`src/rtl/msg_display_pkg.sv`:
```
// Shared types, constants and wrap helpers for the scrolling message display.
package msg_display_pkg;

    localparam int CHAR_W     = 5;
    localparam int TICK_CNT_W = 3;

    localparam logic [CHAR_W-1:0] CHAR_BLANK = 5'h1F;

    typedef enum logic [1:0] {
        IDLE,
        SCROLL,
        PAUSE
    } scroll_state_t;

    // Explicit modulo so the message length need not be a power of two.
    function automatic int wrap_inc(input int p, input int len);
        return (p >= len - 1) ? 0 : p + 1;
    endfunction

    function automatic int wrap_dec(input int p, input int len);
        return (p == 0) ? len - 1 : p - 1;
    endfunction

endpackage

```
`src/rtl/tick_prescaler.sv`:
```
// Divides the display tick down to a scroll step every 2^speed ticks.
module tick_prescaler
    import msg_display_pkg::*;
(
    input  logic       clk_in,
    input  logic       reset,
    input  logic       clr,
    input  logic       en,
    input  logic       tick_in,
    input  logic [1:0] speed,
    output logic       step
);

    logic [TICK_CNT_W-1:0] tick_cnt;
    logic [TICK_CNT_W-1:0] limit;

    // The >= compare lets a mid-run speed decrease step on the very next tick.
    assign limit = TICK_CNT_W'((4'd1 << speed) - 4'd1);
    assign step  = en & tick_in & (tick_cnt >= limit);

    // NOTE: sequential state uses non-blocking assignments so every register
    // samples the pre-edge values of its neighbours, independent of block order.
    always_ff @(posedge clk_in or posedge reset) begin
        if (reset) begin
            tick_cnt <= '0;
        end else if (clr) begin
            tick_cnt <= '0;
        end else if (en && tick_in) begin
            tick_cnt <= step ? '0 : tick_cnt + 1'b1;
        end
    end

endmodule

```
`src/rtl/message_scroll_ctrl.sv`:
```
// Scroll scheduler: message buffer, scroll position FSM and per-digit character output.
module message_scroll_ctrl
    import msg_display_pkg::*;
#(
    parameter int NUM_DIGITS = 6,
    parameter int MSG_LEN    = 16,
    parameter int CHAR_W     = msg_display_pkg::CHAR_W,
    parameter int POS_W      = $clog2(MSG_LEN)
)(
    input  logic                         clk_in,
    input  logic                         reset,
    input  logic                         tick_in,
    input  logic                         start,
    input  logic                         stop,
    input  logic                         pause,
    input  logic                         dir,
    input  logic [1:0]                   speed,
    input  logic                         msg_we,
    input  logic [POS_W-1:0]             msg_waddr,
    input  logic [CHAR_W-1:0]            msg_wdata,
    output logic [NUM_DIGITS*CHAR_W-1:0] digit_chars,
    output logic [POS_W-1:0]             pos,
    output logic                         busy,
    output logic                         wrap_pulse
);

    localparam logic [POS_W:0]    LEN_EXT = (POS_W+1)'(MSG_LEN);
    localparam logic [CHAR_W-1:0] BLANK   = CHAR_W'(CHAR_BLANK);

    scroll_state_t                 state;
    logic [CHAR_W-1:0]             msg_buf [MSG_LEN];
    logic [NUM_DIGITS*CHAR_W-1:0]  digits_next;
    logic                          step;
    logic                          clr;
    logic                          en;

    assign clr = stop | (start & (state == IDLE));
    assign en  = (state == SCROLL);

    tick_prescaler u_prescaler (
        .clk_in  (clk_in),
        .reset   (reset),
        .clr     (clr),
        .en      (en),
        .tick_in (tick_in),
        .speed   (speed),
        .step    (step)
    );

    always_ff @(posedge clk_in or posedge reset) begin
        if (reset) begin
            state      <= IDLE;
            pos        <= '0;
            busy       <= 1'b0;
            wrap_pulse <= 1'b0;
        end else begin
            wrap_pulse <= 1'b0;
            if (stop) begin
                state <= IDLE;
                pos   <= '0;
                busy  <= 1'b0;
            end else begin
                case (state)
                    IDLE: if (start) begin
                        state <= SCROLL;
                        pos   <= '0;
                        busy  <= 1'b1;
                    end
                    SCROLL:  if (pause)  state <= PAUSE;
                    PAUSE:   if (!pause) state <= SCROLL;
                    default: state <= IDLE;
                endcase
                if (step) begin
                    if (dir) begin
                        pos        <= POS_W'(wrap_dec(int'(pos), MSG_LEN));
                        wrap_pulse <= (pos == '0);
                    end else begin
                        pos        <= POS_W'(wrap_inc(int'(pos), MSG_LEN));
                        wrap_pulse <= (pos == POS_W'(MSG_LEN - 1));
                    end
                end
            end
        end
    end

    // NOTE: the buffer is cleared by the async reset on purpose (contents must
    // read as blank after reset), so it maps to flops rather than a RAM macro.
    always_ff @(posedge clk_in or posedge reset) begin
        if (reset) begin
            for (int i = 0; i < MSG_LEN; i++) msg_buf[i] <= BLANK;
        end else if (msg_we && ({1'b0, msg_waddr} < LEN_EXT)) begin
            msg_buf[msg_waddr] <= msg_wdata;
        end
    end

    // NOTE: digits_next gets a full default first so no path leaves it unassigned
    // and no latch is inferred.
    always_comb begin
        digits_next = '0;
        for (int i = 0; i < NUM_DIGITS; i++) begin
            if (state == IDLE)
                digits_next[(NUM_DIGITS-1-i)*CHAR_W +: CHAR_W] = BLANK;
            else
                digits_next[(NUM_DIGITS-1-i)*CHAR_W +: CHAR_W] =
                    msg_buf[POS_W'((int'(pos) + i) % MSG_LEN)];
        end
    end

    always_ff @(posedge clk_in or posedge reset) begin
        if (reset) digit_chars <= {NUM_DIGITS{BLANK}};
        else       digit_chars <= digits_next;
    end

endmodule

```
`config.mk`:
```
export PLATFORM = sky130hd
export DESIGN_NAME = message_scroll_ctrl
export DESIGN_NICKNAME = d
export VERILOG_FILES = /design/src/rtl/msg_display_pkg.sv /design/src/rtl/tick_prescaler.sv /design/src/rtl/message_scroll_ctrl.sv
export SDC_FILE = /design/constraint.sdc
export NUM_CORES = 1
export LEC_CHECK = 0
export BUFFER_PORTS_ARGS = -buffer_cell sky130_fd_sc_hd__buf_4
export CAP_MARGIN = 20
export CELL_PAD_IN_SITES_DETAIL_PLACEMENT = 0
export CELL_PAD_IN_SITES_GLOBAL_PLACEMENT = 2
export CORE_MARGIN = 2
export CORE_UTILIZATION = 40
export DETAILED_ROUTE_END_ITERATION = 12
export GPL_TIMING_DRIVEN = 1
export PLACE_DENSITY = 0.77
export SLEW_MARGIN = 20
export SYNTH_ARGS = -nofsm -noshare
export SYNTH_HDL_FRONTEND = slang
export SYNTH_SLANG_ARGS = --single-unit
```
`constraint.sdc`:
```
create_clock -name clk_in -period 9.1 [get_ports clk_in]
set_input_delay 1.82 -clock clk_in [delete_from_list [all_inputs] [get_ports clk_in]]
set_output_delay 1.82 -clock clk_in [all_outputs]
set_load 0.05 [all_outputs]
```
==> flow_summary.toml, run 1 <==
[status]
outcome = "finished, final reports clean"

[setup_path]
end_kind = "output pin"
timing.critical_path.mode_cell = "buf_4"
cp_data_arrival_time_ns = 1.69
worst_setup_path_start_kind = "flop"
crit_path_cell_trace = "buf_4 > buf_4"
crit_required_ns = 7.28
cp_slowest_stage_delay_ns = 0.59
crit_slowest_cell = "buf_4"
cp_max_fo = 46
worstSetupPathType = "flop to output pin"

[sta]
slew_headroom_pct = 32.9
hold_viol_final = 0
rsz0062_at_grt = "no"
setup_violations = 0
timing.final.ws_setup_ns = 5.59
period_share_pct = 38.6
final.min_clock_period_ns = 3.51
worst_pin_slew_ns = 1.01
drv_slew = 0
max_freq_ghz = 0.285
fin_worst_skew_ns = 0.00400
fin_setup_tns_ns = 0

[yosys]
yosys_most_used_dff = "dfstp_2"
syn_inst = 544
syn_avg_cell_area_sq_um = 14.2
async_reset_ff_share_pct = 100
ys_types = 48
ys_seq_area_share_pct = 41.1
syn_nets = 576
synth_edf_count = 0
ys_warn_count = 0
syn-cell-area_sq_um = 7710
synth-seq-cells = 121

[layout]
nFillCells = 1616
antenna_cells = 0
area_delta_synth_final_pct = 15.6
layout_commonest_cell = "dfstp_2"
finalNetCount = 616
layout_common_cells = "110 x dfstp_2, 80 x mux2_2, 80 x mux4_2"
drive_gt1_share_pct = 62.6

[power_and_ir_drop]
ir_drop_mv = 0.126
p_seq_share_pct = 40.4
power_density_nw_per_um2 = 230
clockPowerShare_pct = 35.2
p_leak_nw = 3.38
p_sw_share_pct = 29.0
p_comb_share_pct = 24.4
intPower_mw = 1.46
p_switching_mw = 0.594

[floorplan]
ios = 55
fp-row-count = 50
coreArea_sq_um = 18800
initial_core_util_pct = 40.9
die_w_um = 143
die_y_um = 143
die_area_sq_um = 20400

[clock_network]
post-cts-setup-buffer-count = 0
cts_buffers = 17
clock_latency_ns = 0.42
post_cts_resized = 0
root_buffer = "clkbuf_16"
cts.path.max_buffers = 2
h-tree-depth = 4
path_clk_slew_ns = 0.05
ctsHoldBuffers = 0
cts_sinks = 121
tritoncts = "done"

[run]
drv_cap = 0

[grt]
grt_max_degree = 82
antenna_found_initial = 0
grt.total_usage_pct = 20.1
grt_pass1_vias = 5037
grt_pass1_wl_um = 30400
overflow = 0

[placement]
place.port_buffers = 54
post-place-ws_ns = 5.37
globalplace.congestion = 0.847
hpwlAfterDp_um = 13900

[routing]
dr_total_vias = 5030
wl_per_cell_um = 22.6
via_per_inst = 5.88
drt_iter0_drc = 377
first_pass_iters = 5
route.antenna.remaining_nets = 0
wl_um = 19300
drcViolationCount = 0

[worst_hold_path]
min_path_type = "flop to flop"
[worst max-delay path: cells and delay by family, from the launching register on]
kind,cells,cell delay [ns]
DFF,1,0.34
buffers and inverters,2,0.92
[synthesized netlist by cell type, types with 2 or more instances]
cell type  instances  area share [%]
or3_1              2            0.16
a31oi_1            4            0.32
and2_1             3            0.24
a21oi_2            2            0.23
clkbuf_1          12            0.58
buf_4              7            0.68
mux4_2            80              23
nand2b_1           6            0.49
a21oi_1           21             1.4
mux2_2            80              12
dfrtp_1           11             3.6
and3_1             5            0.41
nor2_1            23             1.1
o211ai_1          12             1.2
o21ai_0            2            0.13
nand3_1           16             1.0
buf_1              2           0.097
inv_1              7            0.34
a22o_1             3            0.34
buf_2             15            0.97
nor3b_1            2            0.19
nand2_1           15            0.73
nor2b_1            2            0.16
xnor2_1            7            0.80
or2_2              2            0.16
ha_1              13             2.1
dfstp_2          110              37
buf_6              2            0.29
mux2i_1           41             5.3
a22oi_1           16             1.6
a211oi_1           2            0.19
nand3b_1           3            0.29
[logic make-up after synthesis]
logic type / synth area share (%)
xor+xnor: 1.48
compound gates: 6.10
flops: 41.1
fa+ha+maj: 2.11
mux: 40.4
simple gates: 5.39
buf+inv: 3.47
[registers in the layout (all words and copies together) (netlist names)]
signal                count
state                     2
busy                      1
msg_buf                  80
wrap_pulse                1
digit_chars              30
u_prescaler.tick_cnt      3
pos                       4
[power groups by stage]
stage	clock network [mW]	registers (mW)	logic, mW
final	0.722	0.829	0.500
after global routing	0.764	0.848	0.533
after CTS	0.738	0.826	0.498
after detailed placement	0	0.834	0.494
after global placement	0	0.820	0.487
after floorplan	0	0.866	0.306
[layer usage]
layer	vias up	track usage [%]	routed length (um)
li1	2206	-	-
met1	2613	28.2	8710
met2	181	29.8	8740
met3	30	6.24	1500
met4	0	6.93	359
met5	-	0	0
[area by class of cell]
cell class | count | area, sq um | area share [%]
Clock buffer | 23 | 489 | 5.49
Inverter | 8 | 32.5 | 0.365
Multi-Input combinational cell | 375 | 4280 | 48.0
Timing Repair Buffer | 61 | 478 | 5.36
Clock inverter | 8 | 140 | 1.57
Sequential cell | 121 | 3170 | 35.6
Tap cell | 260 | 325 | 3.65
[path summary, 6_finish.rpt]
kind,start,endpoint,slack [ns],cells past startpoint
max,pos[1],pos[1],5.59,2
min,busy,busy,0.49,2
max reg2reg,pos[1],digit_chars[12],5.98,7
min reg2reg,busy,busy,0.49,2
max in group asynchronous,reset,msg_buf[35],6.47,4
min in group asynchronous,reset,pos[2],1.44,2
[through the flow]
step           total power, mW  cell area, sq um  utilization, %  hold slack, ns  cells
4_1_cts                   2.06              8880            47.2           0.500    855
5_1_grt                   2.14              8910            47.3           0.569    856
2_1_floorplan             1.17              7710               -           0.521    544
3_5_place_dp              1.33              8250            43.8           0.486    824
6_report                  2.05              8910            47.3           0.494    856
3_3_place_gp              1.31              8250            43.8           0.488    824
(Power assumes the default switching activity.)
==> inputs of run 2 (changes only) <==
clock period = 3.4 ns   (was 9.1 ns; I/O delays follow)
==> run 2 against run 1 <==
  * First-iteration DRC count rose by 33%
  * Power rose to 2.6 times the previous value
  * Largest power group unchanged
  * Largest cell class unchanged
  * Setup slack lost 4.5 ns
  * Core utilization rose by 0.13 points
  * Clock-buffer cell count is 2 lower
  * Global-route usage grew 0.51 points
==> flow_summary.toml, run 2 (synthesis gave the netlist of run 1 again) <==
[power_and_ir_drop]
p_leak_nw = 3.38
ir_drop_mv = 0.354
power_density_nw_per_um2 = 608

[clock_network]
path_clk_slew_ns = 0.06
cts_sinks = 121
post_cts_resized = 0
tritoncts = "done"
h-tree-depth = 4
cts_buffers = 17
root_buffer = "clkbuf_16"
ctsHoldBuffers = 0
cts.path.max_buffers = 2
clock_latency_ns = 0.42
post-cts-setup-buffer-count = 0

[grt]
grt_max_degree = 81
grt_pass1_wl_um = 31100
grt_pass1_vias = 5123
grt.total_usage_pct = 20.7
antenna_found_initial = 0
overflow = 0

[placement]
place.port_buffers = 54
hpwlAfterDp_um = 14300
globalplace.congestion = 0.836
dp.cells = 831
post-place-ws_ns = 0.789

[routing]
wl_per_cell_um = 22.6
dr_total_vias = 5121
wl_um = 19500
drt_iter0_drc = 500
drcViolationCount = 0
first_pass_iters = 4
via_per_inst = 5.93
route.antenna.remaining_nets = 0

[layout]
drive_gt1_share_pct = 63.2
largest_register_ff_count = 80
finalNetCount = 622
top_register = "msg_buf"
fin_cells = 863
layout_commonest_cell = "dfstp_2"
antenna_cells = 0
reg_top3 = "msg_buf x80, digit_chars x30, pos x4"
layout_common_cells = "110 x dfstp_2, 80 x mux2_2, 80 x mux4_2"
area_delta_synth_final_pct = 15.9

[sta]
final.min_clock_period_ns = 2.32
fin_setup_tns_ns = 0
worst_pin_slew_ns = 1.02
period_share_pct = 68.3
max_freq_ghz = 0.431
rsz0062_at_grt = "no"
drv_slew = 0
fin_worst_skew_ns = 0.00463
holdWs_ns = 0.418
timing.final.ws_setup_ns = 1.08
hold_viol_final = 0
setup_violations = 0
slew_headroom_pct = 32.0

[floorplan]
die_area_sq_um = 20400
die_w_um = 143
ios = 55
fp-row-count = 50
die_y_um = 143
coreArea_sq_um = 18800
initial_core_util_pct = 40.9

[setup_path]
cp_max_fo = 42
crit_required_ns = 3.71
r2r_start = "pos[1]"
rr_endpoint = "digit_chars[3]"
reg2reg_slack_ns = 1.08
end_kind = "flop"
cp_data_arrival_time_ns = 2.63
worst_setup_path_start_kind = "flop"
worstSetupPathType = "flop to flop"
worst-r2r-cell-count = 6

[status]
outcome = "finished, final reports clean"

[worst_hold_path]
min_path_type = "input port to async pin"

[run]
drv_cap = 0
run 2: layout make-up:
cell class	count	area, sq um
Clock inverter	11	144
Fill cell	1658	9890
Clock buffer	21	472
Timing Repair Buffer	67	515
Inverter	8	33.8
Multi-Input combinational cell	375	4280
Sequential cell	121	3170
Tap cell	260	325
run 2: worst max path at each step:
stage             start             end
6_report         pos[1]  digit_chars[3]
5_1_grt          pos[0]  digit_chars[3]
4_1_cts          pos[1]  digit_chars[3]
3_5_place_dp   speed[1]          pos[2]
3_3_place_gp   speed[1]          pos[2]
2_1_floorplan    pos[1]  digit_chars[1]
run 2: per-stage QoR:
stage / util (%) / cell area (sq um) / total power [mW]
after floorplan: - / 7710 / 3.14
after CTS: 47.5 / 8940 / 5.46
after global routing: 47.5 / 8940 / 5.67
after detailed placement: 44.2 / 8320 / 3.57
after global placement: 44.2 / 8320 / 3.51
final: 47.5 / 8940 / 5.43
run 2: critical path, stage by stage, from the launching register on:
cell and delay [ns]:
dfrtp_2 0.40, buf_4 0.57, ha_1 0.28, a21oi_2 0.09, xnor2_4 0.47, mux2i_1 0.26, a22oi_1 0.11
run 2: report_power, final:
part	switching [mW]	internal, mW
clock network	0.658	1.21
logic	0.664	0.673
registers	0.294	1.93
total	1.62	3.81
run 2: routing by layer:
| metal | part of all wire, % | GRT usage (%) | vias up |
|---|---|---|---|
| li1 | - | - | 2223 |
| met1 | 47 | 30.4 | 2699 |
| met2 | 47 | 31.3 | 182 |
| met3 | 5.7 | 3.89 | 17 |
| met4 | 1.0 | 6.10 | 0 |
| met5 | 0 | 0 | - |
==> inputs of run 3 (changes only) <==
clock period = 2.2 ns   (was 3.4 ns; I/O delays follow)
==> run 3 against run 2 <==
  * Sequential power rose by 57%
  * Clock-buffer cell count decreased by 2
  * Flip-flop and latch count unchanged
  * Via count grew 3.1%
  * First-iteration DRC count up 2.8%
  * Clock power rose by 58%
  * Critical endpoint unchanged
  * Largest cell class unchanged
==> flow_summary.toml, run 3 (synthesis gave the netlist of run 1 again) <==
[status]
outcome = "finished, final reports clean"

[routing]
first_pass_iters = 5
dr_total_vias = 5279
via_per_inst = 6.01
wl_per_cell_um = 23.2
wl_um = 20400
drt_iter0_drc = 514
route.antenna.remaining_nets = 0
drcViolationCount = 0

[setup_path]
cp_slowest_stage_delay_ns = 0.53
crit_slowest_cell = "mux4_2"
rr_endpoint = "digit_chars[3]"
cp_max_fo = 12
crit_path_cell_trace = "inv_4 > ha_4 > buf_12 > mux4_2 > mux2i_1 > a22oi_1"
crit_required_ns = 2.52
worst-r2r-cell-count = 6
reg2reg_slack_ns = 0.14
r2r_start = "pos[0]"
worst_setup_path_start_kind = "flop"
cp_data_arrival_time_ns = 2.38
worstSetupPathType = "flop to flop"
end_kind = "flop"

[sta]
max_freq_ghz = 0.486
fin_worst_skew_ns = 0.00677
setup_violations = 0
worst_pin_slew_ns = 0.704
period_share_pct = 93.5
hold_viol_final = 0
slew_headroom_pct = 52.9
rsz0062_at_grt = "no"
drv_slew = 0
final.min_clock_period_ns = 2.06

[placement]
hpwlAfterDp_um = 14900
place.port_buffers = 54
globalplace.congestion = 0.859
place_area_sq_um = 8510

[clock_network]
tritoncts = "done"
path_clk_slew_ns = 0.06
cts.path.max_buffers = 2
ctsHoldBuffers = 0
clock_latency_ns = 0.43
root_buffer = "clkbuf_16"
post-cts-setup-buffer-count = 0
cts_sinks = 121
post_cts_resized = 0
cts_buffers = 17
h-tree-depth = 4

[floorplan]
fp-row-count = 50
die_area_sq_um = 20400
coreArea_sq_um = 18800
initial_core_util_pct = 40.9
die_w_um = 143
die_y_um = 143
ios = 55

[power_and_ir_drop]
ir_drop_mv = 0.548
p_leak_nw = 3.48
p_comb_share_pct = 24.4
power_density_nw_per_um2 = 932
p_sw_share_pct = 30.5
p_seq_share_pct = 41.0
clockPowerShare_pct = 34.6
intPower_mw = 5.92
p_switching_mw = 2.60

[worst_hold_path]
hold_path_end = "state[1]"
min_path_type = "input port to flop"
hold_path_depth = 2
min-delay-start = "stop"

[layout]
layout_common_cells = "110 x dfstp_2, 80 x mux2_2, 80 x mux4_2"
finalNetCount = 638
area_delta_synth_final_pct = 18.5
drive_gt1_share_pct = 64.9
design_area_sq_um = 9140
antenna_cells = 0
largest_register_ff_count = 80
fin_util_pct = 48.5
reg_top3 = "msg_buf x80, digit_chars x30, pos x4"
top_register = "msg_buf"
layout_commonest_cell = "dfstp_2"

[grt]
grt.total_usage_pct = 21.0
grt_max_degree = 122
use_met1_pct = 29.8
antenna_found_initial = 0
use_met3_pct = 4.86
grt_busiest_layer = "met2"
overflow = 0
grt_pass1_vias = 5180
grt.met2_usage_pct = 32.1
grt_pass1_wl_um = 31200

[run]
drv_cap = 0
-- run 3: changes by cell type in the layout (fill, tap and decap cells not counted), moves of 2 or more --
cell | previous run | this run
buf_12 | 1 | 5
clkbuf_1 | 2 | 0
clkinv_4 | 1 | 4
buf_4 | 66 | 78
-- run 3: power by group through the flow --
stage	Sequential, mW	Clock, mW	Combinational [mW]
2_1_floorplan	3.58	0	1.27
3_3_place_gp	3.44	0	2.03
3_5_place_dp	3.50	0	2.07
4_1_cts	3.47	2.99	2.08
5_1_grt	3.56	3.10	2.20
6_report	3.49	2.95	2.08
-- run 3: layout make-up --
| type | count | area, sq um |
|---|---|---|
| Clock buffer | 19 | 464 |
| Clock inverter | 13 | 166 |
| Fill cell | 1619 | 9690 |
| Inverter | 8 | 36.3 |
| Multi-Input combinational cell | 375 | 4290 |
| Sequential cell | 121 | 3170 |
| Tap cell | 260 | 325 |
| Timing Repair Buffer | 83 | 686 |
-- run 3: how the worst max path moves through the flow --
stage / startpoint / end / slack (ns) / depth (start not counted)
after floorplan: pos[0] / digit_chars[11] / -0.21 / 11
after global placement: speed[1] / pos[2] / 0.08 / 8
after detailed placement: speed[1] / pos[0] / 0.09 / 8
after CTS: pos[0] / digit_chars[3] / 0.13 / 6
after global routing: pos[1] / digit_chars[20] / 0.02 / 7
final: pos[0] / digit_chars[3] / 0.14 / 6
-- run 3: stage by stage --
| step | std cells | hold WS [ns] | power (mW) | worst slack, ns | TNS (ns) |
|---|---|---|---|---|---|
| floorplan | 544 | 0.506 | 4.86 | -0.210 | -2.84 |
| global placement | 847 | 0.505 | 5.47 | 0.0828 | 0 |
| detailed placement | 847 | 0.528 | 5.56 | 0.0938 | 0 |
| CTS | 879 | 0.219 | 8.54 | 0.132 | 0 |
| global route | 879 | 0.220 | 8.86 | 0.0156 | 0 |
| finish | 879 | 0.228 | 8.52 | 0.143 | 0 |
-- run 3: routing by layer --
metal / part of all wire (%) / vias to the layer above
li1: - / 2261
met1: 45 / 2773
met2: 47 / 219
met3: 6.5 / 26
met4: 1.6 / 0
met5: 0 / -
-- run 3: critical path, delay by kind of cell, from the launching register on --
family,cells,cell delay [ns]
buffers and inverters,2,0.23
AOI/OAI and AO/OA,1,0.11
DFF,1,0.52
muxes,2,0.69
adders and majority gates,1,0.39
